<file path="config.mk">
export PLATFORM = sky130hd
export DESIGN_NAME = decr_pipe_flat
export DESIGN_NICKNAME = d
export VERILOG_FILES = /design/src/rtl/decr_pipe_if.sv /design/src/rtl/decr_pipe.sv /design/src/flat_wrapper.sv
export SDC_FILE = /design/constraint.sdc
export NUM_CORES = 1
export LEC_CHECK = 0
export CAP_MARGIN = 20
export CORE_MARGIN = 2
export CORE_UTILIZATION = 42
export CTS_BUF_LIST = sky130_fd_sc_hd__clkbuf_8 sky130_fd_sc_hd__clkbuf_16
export CTS_CLUSTER_DIAMETER = 100
export DETAILED_ROUTE_END_ITERATION = 12
export PLACE_DENSITY = 0.78
export SKIP_LAST_GASP = 1
export SLEW_MARGIN = 20
export SYNTH_ARGS = -nofsm -noshare
export SYNTH_HDL_FRONTEND = slang
export SYNTH_SLANG_ARGS = --single-unit
</file>
<file path="constraint.sdc">
create_clock -name clk -period 2.27 [get_ports clk]
set_clock_uncertainty 0.1 [all_clocks]
set_input_delay 0.454 -clock clk [delete_from_list [all_inputs] [get_ports clk]]
set_output_delay 0.454 -clock clk [all_outputs]
set_load 0.05 [all_outputs]
</file>
<file path="src/rtl/decr_pipe_if.sv">
// Handshake bundle for decr_pipe: operand side (in_*) and result side (out_*, bw).
// The block itself uses the slave modport; its driver/consumer uses master.
interface decr_pipe_if #(
  parameter int WIDTH = 16
);
  logic             in_valid;
  logic             in_ready;
  logic [WIDTH-1:0] in_data;
  logic             out_valid;
  logic             out_ready;
  logic [WIDTH-1:0] out_data;
  logic             bw;

  modport slave (
    input  in_valid, in_data, out_ready,
    output in_ready, out_valid, out_data, bw
  );

  modport master (
    output in_valid, in_data, out_ready,
    input  in_ready, out_valid, out_data, bw
  );
endinterface

</file>
<file path="src/rtl/decr_pipe.sv">
// decr_pipe: two-stage valid/ready decrementor, out = in - 1 with borrow flag when in == 0.
// Optional DECR_PIPE_SATURATE_EN: zero operand yields out = 0 (bw = 1) instead of all-ones.
module decr_pipe #(
  parameter int WIDTH = 16,
  parameter int SPLIT = 8
) (
  input logic        clk,
  input logic        rst_n,
  decr_pipe_if.slave bus
);
  localparam int HIW = WIDTH - SPLIT;

  logic             s1_en;
  logic             s2_en;
  logic             hi_zero_s;
  logic             s1_valid_q, s1_valid_d;
  logic [HIW-1:0]   s1_hi_q, s1_hi_d;
  logic [SPLIT-1:0] s1_lo_dec_q, s1_lo_dec_d;
  logic             s1_lo_bw_q, s1_lo_bw_d;
  logic             s2_valid_q, s2_valid_d;
  logic [WIDTH-1:0] s2_out_q, s2_out_d;
  logic             s2_bw_q, s2_bw_d;

  // Stage enables: a stage advances when it is empty or its successor advances.
  always_comb begin
    s2_en     = !s2_valid_q || bus.out_ready;
    s1_en     = !s1_valid_q || s2_en;
    hi_zero_s = (s1_hi_q == {HIW{1'b0}});
  end

  // Stage 1: split the operand, decrement and zero-detect the low part.
  always_comb begin
    s1_valid_d  = s1_valid_q;
    s1_hi_d     = s1_hi_q;
    s1_lo_dec_d = s1_lo_dec_q;
    s1_lo_bw_d  = s1_lo_bw_q;
    if (s1_en) begin
      s1_valid_d = bus.in_valid;
      if (bus.in_valid) begin
        s1_hi_d     = bus.in_data[WIDTH-1:SPLIT];
        s1_lo_dec_d = bus.in_data[SPLIT-1:0] - SPLIT'(1'b1);
        s1_lo_bw_d  = (bus.in_data[SPLIT-1:0] == {SPLIT{1'b0}});
      end else begin
        s1_hi_d     = s1_hi_q;
        s1_lo_dec_d = s1_lo_dec_q;
        s1_lo_bw_d  = s1_lo_bw_q;
      end
    end else begin
      s1_valid_d = s1_valid_q;
    end
  end

  // Stage 2: ripple the low-part borrow into the high part; bubbles never touch held data.
  always_comb begin
    s2_valid_d = s2_valid_q;
    s2_out_d   = s2_out_q;
    s2_bw_d    = s2_bw_q;
    if (s2_en) begin
      s2_valid_d = s1_valid_q;
      if (s1_valid_q) begin
        s2_bw_d = s1_lo_bw_q && hi_zero_s;
`ifdef DECR_PIPE_SATURATE_EN
        if (s1_lo_bw_q && hi_zero_s) begin
          s2_out_d = {WIDTH{1'b0}};
        end else if (s1_lo_bw_q) begin
          s2_out_d = {s1_hi_q - HIW'(1'b1), s1_lo_dec_q};
        end else begin
          s2_out_d = {s1_hi_q, s1_lo_dec_q};
        end
`else
        if (s1_lo_bw_q) begin
          s2_out_d = {s1_hi_q - HIW'(1'b1), s1_lo_dec_q};
        end else begin
          s2_out_d = {s1_hi_q, s1_lo_dec_q};
        end
`endif
      end else begin
        s2_out_d = s2_out_q;
        s2_bw_d  = s2_bw_q;
      end
    end else begin
      s2_valid_d = s2_valid_q;
    end
  end

  // Pipeline registers.
  always_ff @(posedge clk or negedge rst_n) begin
    if (!rst_n) begin
      s1_valid_q  <= 1'b0;
      s1_hi_q     <= {HIW{1'b0}};
      s1_lo_dec_q <= {SPLIT{1'b0}};
      s1_lo_bw_q  <= 1'b0;
      s2_valid_q  <= 1'b0;
      s2_out_q    <= {WIDTH{1'b0}};
      s2_bw_q     <= 1'b0;
    end else begin
      s1_valid_q  <= s1_valid_d;
      s1_hi_q     <= s1_hi_d;
      s1_lo_dec_q <= s1_lo_dec_d;
      s1_lo_bw_q  <= s1_lo_bw_d;
      s2_valid_q  <= s2_valid_d;
      s2_out_q    <= s2_out_d;
      s2_bw_q     <= s2_bw_d;
    end
  end

  assign bus.in_ready  = s1_en;
  assign bus.out_valid = s2_valid_q;
  assign bus.out_data  = s2_out_q;
  assign bus.bw        = s2_bw_q;
endmodule

</file>
<file path="src/flat_wrapper.sv">
// flat-port wrapper written by rule: the top's interface ports become plain ports
module decr_pipe_flat 
#(
  parameter int WIDTH = 16,
  parameter int SPLIT = 8
)
  (clk, rst_n, bus_in_valid, bus_in_data, bus_out_ready, bus_in_ready, bus_out_valid, bus_out_data, bus_bw);
  decr_pipe_if #(.WIDTH(WIDTH)) bus_i ();
  input logic clk;
  input logic rst_n;
  input wire logic [$bits(bus_i.in_valid)-1:0] bus_in_valid;
  input wire logic [$bits(bus_i.in_data)-1:0] bus_in_data;
  input wire logic [$bits(bus_i.out_ready)-1:0] bus_out_ready;
  output wire logic [$bits(bus_i.in_ready)-1:0] bus_in_ready;
  output wire logic [$bits(bus_i.out_valid)-1:0] bus_out_valid;
  output wire logic [$bits(bus_i.out_data)-1:0] bus_out_data;
  output wire logic [$bits(bus_i.bw)-1:0] bus_bw;
  assign bus_i.in_valid = bus_in_valid;
  assign bus_i.in_data = bus_in_data;
  assign bus_i.out_ready = bus_out_ready;
  assign bus_in_ready = bus_i.in_ready;
  assign bus_out_valid = bus_i.out_valid;
  assign bus_out_data = bus_i.out_data;
  assign bus_bw = bus_i.bw;
  decr_pipe #(.WIDTH(WIDTH), .SPLIT(SPLIT)) u_core (.clk(clk), .rst_n(rst_n), .bus(bus_i));
endmodule
</file>
==> run_results.csv <==
group,metric,value,unit
outcome,run_status,"finished, final reports clean",
clock_network,total_cts_buffers,5,
min_path,timing.hold.worst.start,"u_core.s1_lo_dec_q[3]",
clock_network,cts_sinks,36,
sta,setup_slack,0.101,ns
route,via_count,1329,
clock_network,post_cts_hold_buffer_count,0,
pwr,peak_supply_drop,0.418,mV
sta,tns,0,ns
floorplanning,floorplan.die.height,67.3,um
global_route,vias_in_the_first_global_route,1276,
logic_synthesis,cell_area_after_synthesis,1690,sq um
cells_and_area,diodes,0,
floorplanning,die-area,4540,sq um
pwr,power.share.clock,21.7,%
sta,final-setup-viol-count,0,
clock_network,clock_latency_of_the_later_clocked_register_in_the_worst_skew_pair,0.28,ns
logic_synthesis,fraction_of_the_yosys_area_taken_by_sequential_cells,53.5,%
logic_synthesis,syn_nets,171,
floorplanning,ios,39,
worst_setup_path,cp_slowest_stage_delay,0.42,ns
placement,placement.io_buffers,38,
route,drt_first_pass_iters,4,
cells_and_area,finalInstanceArea,2230,sq um
pwr,comb_power_share,34.8,%
sta,fmaxAchievable,0.461,GHz
global_route,grtUsageTotal,17.0,%
logic_synthesis,yosys.cell_types.count,28,
cells_and_area,areaGrowthSynthToFinish,32.2,%
worst_setup_path,timing.critical_path.to_type,"output port",
floorplanning,die_width,67.3,um
placement,dp.final_hpwl,2640,um
clock_network,htree_levels,2,
floorplanning,core,3940,sq um
route,remaining_drc_errors,0,
clock_network,post-cts-setup-buffer-count,0,
min_path,hold_class,"reg -> reg",
logic_synthesis,synthCells,147,
sta,timing.final.crit_period,2.17,ns
cells_and_area,final_net_count,219,
sta,final_hold_viol_count,0,
pwr,p_leak,0.900,nW
worst_setup_path,reg2regPathDepth,3,
min_path,hold_path_depth,1,
pwr,power.density_cell_area,863,nW/um^2
worst_setup_path,critical_path_peak_fanout,7,
pwr,seq_power_share,43.5,%
pwr,netSwitchingPower,0.698,mW
logic_synthesis,ys_seq_elements,36,
pwr,netSwitchingFraction,36.3,%
pwr,cell_internal_power_dissipation,1.23,mW
worst_setup_path,timing.reg2reg.setup_slack,0.50,ns
sta,grt_setup_unrepaired,"no",
sta,max_slew_margin,66.3,%
global_route,global_route.overflow_total,0,
global_route,grt_start_max_net_pins,37,
worst_setup_path,path_cells,"clkdlybuf4s50_1 -> and3b_1 -> clkinv_1 -> buf_4",
route,drt_iter0_markers,55,
cells_and_area,fill_cells,329,
placement,last_weighted_congestion_value_of_the_routability_driven_placer,0.865,
worst_setup_path,regToRegStartpoint,"u_core.s1_hi_q[2]",
clock_network,clockBufferDepth,2,
sta,worstMarginPinSlew,0.504,ns
worst_setup_path,critical_path_arrival,1.61,ns
floorplanning,floorplan.rows,23,
worst_setup_path,setup.worst_path.class,"in -> out",
route,per_cell_routed_wire_length,14.4,um
worst_setup_path,cp.required,1.72,ns
clock_network,cts.repair.resized,0,
worst_setup_path,timing.rr.end,"u_core.bus.out_data[13]",
cells_and_area,layout.core_utilization,56.5,%
placement,dp_worst_setup_slack,0.0707,ns
clock_network,clk_pin_slew,0.07,ns
logic_synthesis,avgSynthCellArea,11.5,sq um
route,ant_nets,0,
route,drt_wl_total,3530,um
global_route,first_pass_grt_wire_length,5740,um
worst_setup_path,slowest_stage,"sky130_fd_sc_hd__clkdlybuf4s50_1",
route,post_drt_via_cell_ratio,5.42,
sta,pins_over_their_slew_limit,0,
cells_and_area,drive_above_1_share,19.0,%
sta,layout_worst_path_cycle_share,95.5,%
global_route,antenna_found_initial,0,
sta,fin_worst_hold_slack,0.406,ns
placement,post_place_cell_area,2150,sq um
logic_synthesis,yosysWarningCount,0,
floorplanning,effective_utilization_at_floorplan,42.7,%
job,max-cap-violations,0,
clock_network,cts-root-buf,"sky130_fd_sc_hd__clkbuf_8",
min_path,whs_endpoint,"u_core.bus.out_data[3]",
clock_network,cts_tree,"done",
worst_setup_path,critical_path.startpoint_type,"primary input",
-- how the worst max path moves through the flow --
stage / slack (ns) / endpoint / startpoint
6_report: 0.10 / bus_in_ready / bus_out_ready
3_5_place_dp: 0.07 / u_core.s1_lo_dec_q[7] / bus_in_data[5]
5_1_grt: 0.05 / bus_in_ready / bus_out_ready
3_3_place_gp: 0.13 / u_core.s1_lo_dec_q[7] / bus_in_data[5]
4_1_cts: 0.12 / bus_in_ready / bus_out_ready
2_1_floorplan: 0.16 / u_core.s1_lo_dec_q[3] / u_core.bus.out_valid
-- registers in the layout (all words and copies together) (netlist names) --
name,flops
u_core.bus.out_data,16
u_core.bus.bw,1
u_core.s1_valid_q,1
u_core.bus.out_valid,1
u_core.s1_lo_bw_q,1
u_core.s1_hi_q,8
u_core.s1_lo_dec_q,8
-- Yosys cell counts --
library cell,count,area [sq um]
sky130_fd_sc_hd__a21oi_1,11,55.1
sky130_fd_sc_hd__a31oi_1,8,50.1
sky130_fd_sc_hd__and2_1,1,6.26
sky130_fd_sc_hd__and3b_1,1,8.76
sky130_fd_sc_hd__and4bb_2,1,12.5
sky130_fd_sc_hd__buf_2,1,5.00
sky130_fd_sc_hd__buf_6,3,33.8
sky130_fd_sc_hd__clkbuf_1,3,11.3
sky130_fd_sc_hd__clkinv_1,1,3.75
sky130_fd_sc_hd__dfrtp_1,36,901
sky130_fd_sc_hd__ha_1,4,50.1
sky130_fd_sc_hd__inv_1,6,22.5
sky130_fd_sc_hd__mux2_2,17,191
sky130_fd_sc_hd__nand2_1,5,18.8
sky130_fd_sc_hd__nand2b_1,4,25.0
sky130_fd_sc_hd__nand3_1,3,15.0
sky130_fd_sc_hd__nor2_1,3,11.3
sky130_fd_sc_hd__nor3_1,2,10.0
sky130_fd_sc_hd__nor3b_1,1,7.51
sky130_fd_sc_hd__o21ai_0,13,65.1
sky130_fd_sc_hd__o22ai_1,1,6.26
sky130_fd_sc_hd__o31ai_1,5,37.5
sky130_fd_sc_hd__o41ai_1,1,8.76
sky130_fd_sc_hd__or3_1,4,25.0
sky130_fd_sc_hd__or3b_2,1,8.76
sky130_fd_sc_hd__or4_1,5,37.5
sky130_fd_sc_hd__or4b_4,1,13.8
sky130_fd_sc_hd__xnor2_1,5,43.8
-- metal layers --
metal / GRT usage (%) / up-vias / routed length [um]
met1: 21.9 / 632 / 1550
met2: 27.7 / 57 / 1680
li1: - / 631 / -
met4: 6.63 / 0 / 63
met5: 0 / - / 0
met3: 4.17 / 9 / 234
-- through the flow --
stage / instances / total power [mW]
final: 245 / 1.92
after CTS: 245 / 1.93
after global placement: 238 / 1.51
after global routing: 245 / 2.02
after detailed placement: 238 / 1.52
after floorplan: 147 / 1.26
-- power groups by stage --
stage / Combinational (mW) / Clock [mW] / Sequential (mW)
6_report: 0.670 / 0.417 / 0.837
5_1_grt: 0.715 / 0.459 / 0.851
4_1_cts: 0.676 / 0.418 / 0.837
3_5_place_dp: 0.673 / 0 / 0.848
3_3_place_gp: 0.665 / 0 / 0.842
2_1_floorplan: 0.182 / 0 / 1.08
-- area by class of cell --
type,instances,area [sq um],area share (%)
inverters,7,26.3,1.18
well taps,50,62.6,2.81
clock buffers,5,68.8,3.09
multi-input cells,97,708,31.8
clock inverters,2,8.76,0.393
flip-flops and latches,36,901,40.4
repair buffers,48,453,20.3
-- cells by family after synthesis --
logic type	count (synthesis)	share of synthesized area, %
simple gates	32	11.9
fa+ha+maj	4	2.97
xor+xnor	5	2.60
compound gates	39	13.2
flops	36	53.5
buf+inv	14	4.53
mux	17	11.4
-- layout by cell type (no fill, tap or decap), types with 2 or more instances in the layout --
cell,count
sky130_fd_sc_hd__mux2_2,17
sky130_fd_sc_hd__or3_1,4
sky130_fd_sc_hd__o21ai_0,13
sky130_fd_sc_hd__nor3_1,2
sky130_fd_sc_hd__clkdlybuf4s50_1,37
sky130_fd_sc_hd__ha_1,4
sky130_fd_sc_hd__a21oi_1,11
sky130_fd_sc_hd__or4_1,5
sky130_fd_sc_hd__nand2_1,5
sky130_fd_sc_hd__nor2_1,3
sky130_fd_sc_hd__dfrtp_1,36
sky130_fd_sc_hd__o31ai_1,5
sky130_fd_sc_hd__inv_1,7
sky130_fd_sc_hd__nand3_1,3
sky130_fd_sc_hd__nand2b_1,4
sky130_fd_sc_hd__clkbuf_8,5
sky130_fd_sc_hd__buf_4,11
sky130_fd_sc_hd__a31oi_1,8
sky130_fd_sc_hd__xnor2_1,5
-- critical path: cells and delay by family --
kind | cells | cell delay [ns]
buf+inv | 3 | 0.80
simple gates | 1 | 0.36
(Power assumes the default switching activity.)
